`config.mk`:
```
export PLATFORM = sky130hd
export DESIGN_NAME = fetch_queue
export DESIGN_NICKNAME = d
export VERILOG_FILES = /design/src/rtl/fetch_queue.sv
export SDC_FILE = /design/constraint.sdc
export NUM_CORES = 1
export LEC_CHECK = 0
export CAP_MARGIN = 25
export CORE_MARGIN = 5
export CORE_UTILIZATION = 37
export DETAILED_ROUTE_END_ITERATION = 8
export HOLD_SLACK_MARGIN = 0.05
export PLACE_DENSITY = 0.62
export RECOVER_POWER = 25
export REMOVE_ABC_BUFFERS = 1
export SETUP_SLACK_MARGIN = 0.2
export SYNTH_ARGS = -nofsm -noshare
export SYNTH_HDL_FRONTEND = slang
export SYNTH_SLANG_ARGS = --single-unit
```
`constraint.sdc`:
```
create_clock -name clk -period 1.6 [get_ports clk]
set_input_delay 0.32 -clock clk [delete_from_list [all_inputs] [get_ports clk]]
set_output_delay 0.32 -clock clk [all_outputs]
set_load 0.02 [all_outputs]
```
`src/rtl/fetch_queue.sv`:
```
// Instruction fetch PC owner plus small capture FIFO toward decode; a word appears on out_* one cycle after capture.
// Backpressure: when the FIFO is full and decode stalls, the PC holds; a redirect flushes the queue and reloads the PC.
module fetch_queue #(
    parameter int                    ADDR_WIDTH = 32,
    parameter int                    DATA_WIDTH = 32,
    parameter logic [ADDR_WIDTH-1:0] RESET_PC   = '0,
    parameter int                    DEPTH      = 2
) (
    input  logic                  clk,
    input  logic                  rst_n,
    output logic [ADDR_WIDTH-1:0] instr_addr,
    input  logic [DATA_WIDTH-1:0] instr,
    input  logic                  redirect_valid,
    input  logic [ADDR_WIDTH-1:0] redirect_pc,
    output logic                  out_valid,
    input  logic                  out_ready,
    output logic [DATA_WIDTH-1:0] out_instr,
    output logic [ADDR_WIDTH-1:0] out_pc,
    output logic                  empty,
    output logic                  full
);
    localparam int PW = $clog2(DEPTH);
    localparam int CW = PW + 1;

    typedef struct packed {
        logic [DATA_WIDTH-1:0] instr;
        logic [ADDR_WIDTH-1:0] pc;
    } entry_t;

    entry_t                mem [DEPTH];
    logic [ADDR_WIDTH-1:0] pc;
    logic [PW-1:0]         rptr;
    logic [PW-1:0]         wptr;
    logic [CW-1:0]         count;
    logic                  push;
    logic                  pop;

    assign instr_addr = pc;
    assign out_valid  = (count != '0);
    assign empty      = (count == '0);
    assign full       = (count == CW'(DEPTH));
    assign out_instr  = mem[rptr].instr;
    assign out_pc     = mem[rptr].pc;

    assign pop  = out_valid & out_ready;
    // A pop frees a slot in the same edge, so a full queue still streams.
    assign push = ~redirect_valid & (~full | pop);

    always_ff @(posedge clk or negedge rst_n) begin
        if (!rst_n) begin
            pc    <= RESET_PC;
            rptr  <= '0;
            wptr  <= '0;
            count <= '0;
            for (int i = 0; i < DEPTH; i++) begin
                mem[i] <= '0;
            end
        end else if (redirect_valid) begin
            // Redirect wins over any same-cycle pop; the queue restarts empty.
            pc    <= {redirect_pc[ADDR_WIDTH-1:2], 2'b00};
            rptr  <= '0;
            wptr  <= '0;
            count <= '0;
        end else begin
            if (push) begin
                mem[wptr] <= '{instr: instr, pc: pc};
                wptr      <= wptr + PW'(1);
                pc        <= pc + ADDR_WIDTH'(4);
            end
            if (pop) begin
                rptr <= rptr + PW'(1);
            end
            count <= count + CW'(push) - CW'(pop);
        end
    end
endmodule

```
# == After elaboration in Yosys (flattened, before gate mapping) ==
# Index checks and enable logic that the tools add are counted.
# totals
register_bits,164
in_bits,68
output_inout_bits,99
word_cells,43
# op_classes
addsub,5
magnitude_cmp,3
n_eq_ne,1
muxes,13
n_bitwise,7
n_reduce_logical,6
# op_table
cell,count
$mux 64,4
$bwmux 128,1
$demux 64 s1,1
$mux 32,2
$add 32x3->32 const B,1
$reduce_bool 2->1,3
$ge 2x2->1 const B,2
$mux 1,4
$not 1->2,2
$add 1x1->1 const B,2
$add 2x1->2,1
$and 1x1->1,2
$eq 2x2->1 const B,1
$logic_not 2->1,1
$lt 2x1->1 const B,1
$mux 2,1
$not 1->1,2
$reduce_and 2->1,1
$sub 2x1->2,1
$logic_and 1x1->1,1
$or 1x1->1,1

# == Longest topological paths before layout ==
# Gate-level depths: netlist (run 1).
# logic_depth
depth_word,7
mapped_depth,8
depth_no_buf,7

# == Least setup slack after synthesis (run 1) ==
# OpenSTA, ideal clock, no wires.
# synth_path
path_kind,reg2reg
startpoint,reg pc[2] (netlist: instr_addr[2])
endpoint,reg pc[22] (netlist: instr_addr[22])
setup_ns,0.082
t_arrival_ns,1.832
setup_slack_ns,-0.314
path_stages_with_launch,7
n_path_buf,0
period_less_slack_ns,1.914
cell_sequence,dfrtp_1 ha_1 nand3_1 nor2_1 nand4_1 or3_1 a31oi_1
# synth_between
elab_chain_len,3
# synth_rtl
item,line_no,rtl
from (decl),31,logic [ADDR_WIDTH-1:0] pc;
from (signal assigned),60,"pc <= {redirect_pc[ADDR_WIDTH-1:2], 2'b00};"
from (signal assigned),68,pc <= pc + ADDR_WIDTH'(4);
$add 32x3->32,68,
$mux 32,65,if (push) begin
$mux 32,58,end else if (redirect_valid) begin
# Every way passes these cells. The select of a mux whose other input is x is not followed.
# A chain may end at the register's enable or synchronous reset.

# == Worst setup path after layout (run 1) ==
# layout_path
startpoint,reg rptr
endpoint,out out_pc[16]
# layout_between
elab_chain_len,4
# layout_rtl
item,line_no,rtl
from (decl),32,logic [PW-1:0] rptr;
from (signal assigned),71,rptr <= rptr + PW'(1);
$not 1->2 (implied by the code),43,assign out_pc = mem[rptr].pc;
$mux 64 (implied by the code) (3 in a row),43,
to (decl),18,"output logic [ADDR_WIDTH-1:0] out_pc,"
# Every way passes these cells. The select of a mux whose other input is x is not followed.

==> results of run 1 <==
-- cell usage after synthesis, types with 7 or more instances --
| cell type | count | area (µm²) |
|---|---|---|
| and3_1 | 13 | 81.33 |
| nand3_1 | 9 | 45.04 |
| nand2_1 | 34 | 127.6 |
| xnor2_1 | 11 | 96.34 |
| xor2_1 | 20 | 175.2 |
| mux2_2 | 127 | 1430 |
| o21ai_0 | 29 | 145.1 |
| mux2_4 | 60 | 900.9 |
| clkbuf_1 | 10 | 37.54 |
| dfrtp_1 | 158 | 3954 |
| nand4_1 | 14 | 87.58 |
| nor2_1 | 7 | 26.28 |
| buf_2 | 8 | 40.04 |
-- placed cells by master, fill, tap and decap left out, types with 3 or more instances in the layout --
| master | netlist | routed |
|---|---|---|
| and3_4 | 1 | 4 |
| xnor2_2 | 0 | 7 |
| dfrtp_1 | 158 | 154 |
| conb_1 | 1 | 4 |
| xnor2_1 | 11 | 4 |
| and3_1 | 13 | 11 |
| clkbuf_1 | 10 | 3 |
| nand3_2 | 0 | 6 |
| buf_6 | 1 | 125 |
| o21ai_1 | 0 | 27 |
| nand4_1 | 14 | 14 |
| buf_8 | 1 | 6 |
| buf_16 | 0 | 4 |
| and4_1 | 3 | 3 |
| nor2_4 | 0 | 3 |
| clkbuf_8 | 0 | 3 |
| clkinv_2 | 0 | 5 |
| nand2_1 | 34 | 28 |
| nor2_1 | 7 | 5 |
| mux2_4 | 60 | 154 |
| mux2_2 | 127 | 33 |
| buf_2 | 8 | 22 |
| buf_12 | 6 | 14 |
| clkbuf_16 | 0 | 31 |
| clkbuf_2 | 1 | 4 |
| buf_4 | 5 | 42 |
| nand2_4 | 0 | 6 |
| clkdlybuf4s50_1 | 0 | 63 |
| dfrtp_2 | 0 | 4 |
| xor2_1 | 20 | 19 |
-- cells by family (layout without fill, tap and decap cells) --
| kind of cell | count (synthesis) | in the layout | synth area share |
|---|---|---|---|
| xor+xnor | 31 | 31 | 0.03592 |
| mux | 188 | 188 | 0.3097 |
| other cells | 1 | 4 | 0.0004960 |
| buf+inv | 39 | 329 | 0.03873 |
| flops | 158 | 158 | 0.5230 |
| fa+ha+maj | 3 | 3 | 0.004966 |
| simple gates | 96 | 97 | 0.06637 |
| compound gates | 31 | 31 | 0.02085 |
-- flip-flops by register name (all words and copies together) (netlist names) --
signal      flops
mem           124
rptr            1
wptr            1
count           2
instr_addr     30
-- worst paths after layout --
path,cells past startpoint,slack [ns],end
worst max register to register,9,-0.38,mem[113]$_DFFE_PN0P_
worst min-delay path,3,0.45,instr_addr[30]$_DFFE_PN0P_
worst max-delay path,5,-0.45,out_pc[16]
min in group asynchronous,2,0.53,mem[106]$_DFFE_PN0P_
worst min register to register,1,0.51,mem[101]$_DFFE_PN0P_
max in group asynchronous,3,0.23,instr_addr[29]$_DFFE_PN0P_
-- tightest hold or removal path: cells and delay by family --
family,cells,cell delay (ns)
and+or+nand+nor,1,0.05
buffers and inverters,1,0.40
AOI/OAI and AO/OA,1,0.05
-- per-stage QoR --
| stage | util | hold slack [ns] |
|---|---|---|
| after floorplan | - | 0.02441 |
| after global placement | 0.4861 | 0.2127 |
| after detailed placement | 0.4861 | 0.2182 |
| after CTS | 0.5256 | 0.3301 |
| after global routing | 0.6030 | 0.4459 |
| final | 0.6030 | 0.4451 |
-- routing by layer --
layer | global-route usage | vias to the layer above | part of all wire
li1 | - | 2500 | -
met1 | 0.2281 | 2838 | 0.43
met2 | 0.2839 | 173 | 0.49
met3 | 0.05004 | 31 | 0.060
met4 | 0.04328 | 0 | 0.021
met5 | 0 | - | 0
-- repair_timing --
| action | CTS | global route |
|---|---|---|
| pin swaps | 4 | 50 |
| buffers inserted | 36 | 17 |
| cloned | 5 | 20 |
| endpoints found under the hold margin | 23 | 0 |
| endpoints found under the setup margin | 251 | 251 |
| gates resized for setup | 473 | 301 |
| hold buffers | 1 | 0 |
-- power groups by stage --
| stage | Clock, µW | Sequential [µW] | Combinational, µW |
|---|---|---|---|
| floorplan | 0 | 6380 | 4620 |
| global placement | 0 | 6290 | 8080 |
| detailed placement | 0 | 6380 | 8170 |
| CTS | 3890 | 6330 | 8120 |
| global route | 4080 | 6610 | 11100 |
| finish | 3790 | 6430 | 10500 |
-- area by class of cell --
class	count	area, µm²	area share
Multi-Input combinational cell	354	3973	0.3266
Sequential cell	158	3959	0.3255
Timing Repair Buffer	296	3337	0.2744
Clock buffer	23	478.0	0.03930
Tap cell	270	337.8	0.02778
Clock inverter	7	63.81	0.005247
Inverter	3	13.76	0.001132
==> impl_metrics.toml, run 1 <==
[power]
combPwrFrac = 0.508
p_switching_uw = 6685
p_per_area_mw_per_mm2 = 1708
power.internal_uw = 14080
switching_share = 0.3219
worst_ir_drop_vdd_mv = 0.7614
clock_power_share = 0.183
total_power_uw = 20770
p_leak_uw = 0.005665
seqPwrFrac = 0.310

[setup_path]
endpoint_kind = "primary output"
path_delay_family = "buffers and inverters"
worstPathRequired_ns = 1.28
max_stage_delay_ns = 0.46
cp_common_cell = "buf_6"
path_cells = "buf_6, buf_12, buf_8, mux2_4, buf_6"
cp_slowest_cell = "dfrtp_2"
r2r-start = "count[0]$_DFF_PN0_"
path_buf_inv = 4
startpoint = "rptr$_DFFE_PN0P_"
worstPathArrival_ns = 1.73
path_class = "reg2out"
critPathLaunchType = "register"
crit_fanout = 6

[detailed_routing]
totalWireLength_mm = 23.85
num_vias = 5542
drc = 0
ant_nets = 0
drt_iter0_drc = 215
drt_pass1_iterations = 4
via_per_inst = 4.988
wire_per_inst_um = 21.47

[clock_tree]
clockBufferDepth = 2
cts_buffers = 17
clock-sinks = 158
root_buffer = "clkbuf_16"
htreeDepth = 4
clk-insertion-delay-late_ns = 0.42
cts_tree = "yes"
cts.clk_slew.worst_paths_ns = 0.06

[final_layout]
final_cell_area_mm2 = 0.01216
fill_cells = 1549
fin_nets = 901
drive_gt1_frac = 0.5850
stdcell_count = 1111
area_growth_pct = 60.87
n_antenna_cell = 0

[logic_synthesis]
synth_ff_type = "dfrtp_1"
avgSynthCellArea_um2 = 13.82
yosysSeqAreaShare = 0.5230
synthArstFlopShare = 1.000
synth-edff-count = 0
syn_area_mm2 = 0.007560
yosysWarnings = 0
synthCells = 547
synth_cell_types = 36
ys_ff_latch = 158

[floorplan]
dieArea_mm2 = 0.02339
start_util = 0.3748
rows = 52
ios = 167
die_w_um = 152.9
core_area_mm2 = 0.02017
fp.dieH_um = 152.9

[outcome]
status = "finished, violations left"
failed_checks = "setup timing"

[sta]
hold_violations = 0
worst_pin_slew_ns = 0.7997
tns_ns = -70.99
grt_setup_unrepaired = "yes"
max_freq_mhz = 488.6
final-max-slew-violation-count = 0
skew_ns = 0.006306
timing.final.crit_share = 1.279
finalSetupViolCount = 222
finalCriticalPeriod_ns = 2.047
setup_slack_ns = -0.4468
slew_headroom = 0.4669

[worst_hold_path]
hp-class = "in2reg"
holdCritStartpoint = "redirect_pc[30]"

[placed_design]
io_buffers = 160
gp_congestion = 0.7647
dp.cells = 1002
hpwl_mm = 13.16
dpl_cell_area_mm2 = 0.009804
dp_slack_ns = -0.5576

[run]
cap_violations = 0

[global_routing]
grt_pass1_wl_mm = 32.12
antenna_found_initial = 0
grt_max_degree = 59
grt_overflow = 0
grt_pass1_vias = 5773
track_usage = 0.1734
Power figures use the tool's default switching activity.
==> run 2: changes to the inputs <==
--- a/config.mk
+++ b/config.mk
@@ -8,10 +8,12 @@
 export CAP_MARGIN = 25
 export CORE_MARGIN = 5
 export CORE_UTILIZATION = 37
+export CTS_BUF_LIST = sky130_fd_sc_hd__clkbuf_8
 export DETAILED_ROUTE_END_ITERATION = 8
+export GPL_TIMING_DRIVEN = 0
 export HOLD_SLACK_MARGIN = 0.05
 export PLACE_DENSITY = 0.62
-export RECOVER_POWER = 25
+export RECOVER_POWER = 100
 export REMOVE_ABC_BUFFERS = 1
 export SETUP_SLACK_MARGIN = 0.2
 export SYNTH_ARGS = -nofsm -noshare
==> run 2 against run 1 <==
Net effect:
- the run still ends with setup timing left
- first-iteration DRC count fell by 30%
- power fell by 7.2%
- via count fell by 1.6%
- worst hold slack got worse by 0.35 ns
- register-to-register slack barely moved
- die area did not move
- critical endpoint is now out_pc[20]
- largest cell class is now registers
- largest power group unchanged
==> impl_metrics.toml, run 2 (synthesized netlist as in run 1, its figures left out) <==
[floorplan]
ios = 167
core_area_mm2 = 0.02017
die_w_um = 152.9
start_util = 0.3748
rows = 52
dieArea_mm2 = 0.02339
fp.dieH_um = 152.9

[power]
p_per_area_mw_per_mm2 = 1680
p_leak_uw = 0.005031
total_power_uw = 19270
worst_ir_drop_vdd_mv = 1.100

[clock_tree]
clk-insertion-delay-late_ns = 0.45
root_buffer = "clkbuf_8"
clockBufferDepth = 2
cts_tree = "yes"
cts_buffers = 17
cts.clk_slew.worst_paths_ns = 0.09
htreeDepth = 4
clock-sinks = 158

[final_layout]
largest_register_ffs = 124
fill_cells = 1611
regMostFlops = "mem"
mostFrequentLayoutCell = "dfrtp_1"
fin_nets = 880
drive_gt1_frac = 0.5847
stdcell_count = 1091
area_growth_pct = 51.69
layout_common_cells = "141 x dfrtp_1, 125 x mux2_2, 112 x buf_6"
n_antenna_cell = 0

[global_routing]
grt_pass1_vias = 5997
gr-usage-met2 = 0.3193
grt_pass1_wl_mm = 34.64
grt_use_met1 = 0.2361
use_met3 = 0.05824
grt_overflow = 0
track_usage = 0.1890
gr-max-usage-layer = "met2"
antenna_found_initial = 1
grt_max_degree = 83

[run]
cap_violations = 0

[sta]
max_freq_mhz = 488.6
finalCriticalPeriod_ns = 2.047
hold_violations = 0
tns_ns = -68.88
worst_pin_slew_ns = 1.087
setup_slack_ns = -0.4467
final-max-slew-violation-count = 0
slew_headroom = 0.2753
grt_setup_unrepaired = "yes"
finalSetupViolCount = 216
timing.final.crit_share = 1.279
skew_ns = 0.01582

[setup_path]
crit_fanout = 8
critPathLaunchType = "register"
path_class = "reg2out"
cp_slowest_cell = "dfrtp_4"
path_cells = "buf_6, buf_16, mux2_2, buf_4"
path_delay_family = "flip-flops"
worstPathArrival_ns = 1.73
max_stage_delay_ns = 0.47
path_buf_inv = 3
worstPathRequired_ns = 1.28
endpoint_kind = "primary output"
rrSetupSlack_ns = -0.39

[placed_design]
io_buffers = 160
gp_congestion = 0.7478
dp.cells = 949
dp_slack_ns = -1.137
hpwl_mm = 12.05

[detailed_routing]
wire_per_inst_um = 20.90
drt_pass1_iterations = 4
ant_nets = 0
num_vias = 5455
drc = 0
totalWireLength_mm = 22.80
via_per_inst = 5.000
drt_iter0_drc = 151

[worst_hold_path]
hp-class = "in2async"

[outcome]
failed_checks = "setup timing"
status = "finished, violations left"
[run 2: report_power, final]
group          switching [µW]  internal, µW
logic                    4110          5900
registers                 902          5510
clock network            1500          1360
total                    6510         12800
[run 2: metrics by stage]
step / util / hold slack [ns] / area (µm²)
2_1_floorplan: - / 0.02441 / 7289
3_3_place_gp: 0.4576 / 0.4841 / 9229
3_5_place_dp: 0.4635 / 0.4110 / 9349
4_1_cts: 0.5498 / -0.08882 / 11090
5_1_grt: 0.5685 / 0.1800 / 11470
6_report: 0.5685 / 0.09442 / 11470
[run 2: area by class of cell]
| type | instances | area [µm²] | share of cell area |
|---|---|---|---|
| Multi-Input combinational cell | 355 | 3695 | 0.3222 |
| Timing Repair Buffer | 274 | 3077 | 0.2683 |
| Clock inverter | 14 | 132.6 | 0.01157 |
| Tap cell | 270 | 337.8 | 0.02946 |
| Inverter | 3 | 13.76 | 0.001200 |
| Clock buffer | 17 | 234.0 | 0.02040 |
| Sequential cell | 158 | 3978 | 0.3469 |
[run 2: routing by layer]
metal | vias up | routed length, µm | part of all wire
met3 | 38 | 1404 | 0.062
met2 | 181 | 11390 | 0.50
met4 | 2 | 427 | 0.019
met1 | 2783 | 9570 | 0.42
li1 | 2451 | - | -
met5 | - | 11 | 0.00048
[run 2: worst paths after layout]
| path | from | endpoint | cells after the start |
|---|---|---|---|
| max | rptr$_DFFE_PN0P_ | out_pc[20] | 4 |
| min | rst_n | mem[78]$_DFFE_PN0P_ | 1 |
| max reg2reg | count[0]$_DFF_PN0_ | mem[45]$_DFFE_PN0P_ | 6 |
| min reg2reg | mem[112]$_DFFE_PN0P_ | mem[112]$_DFFE_PN0P_ | 1 |
| max in group asynchronous | rst_n | instr_addr[28]$_DFFE_PN0P_ | 2 |
| min in group clk | redirect_valid | instr_addr[14]$_DFFE_PN0P_ | 3 |
[run 2: what timing repair did]
item | in CTS | in global routing
pin swaps | 35 | 42
setup endpoints to repair | 253 | 250
buffers inserted | 80 | 12
gates cloned | 17 | 2
resized for setup | 652 | 104
endpoints found under the hold margin | 76 | 76
==> run 3: changes to the inputs <==
--- a/config.mk
+++ b/config.mk
@@ -5,6 +5,7 @@
 export SDC_FILE = /design/constraint.sdc
 export NUM_CORES = 1
 export LEC_CHECK = 0
+export ABC_CLOCK_PERIOD_IN_PS = 1600
 export CAP_MARGIN = 25
 export CORE_MARGIN = 5
 export CORE_UTILIZATION = 37
==> results of run 3 <==
No change in the layout: final DEF, timing and power equal those of run 2.
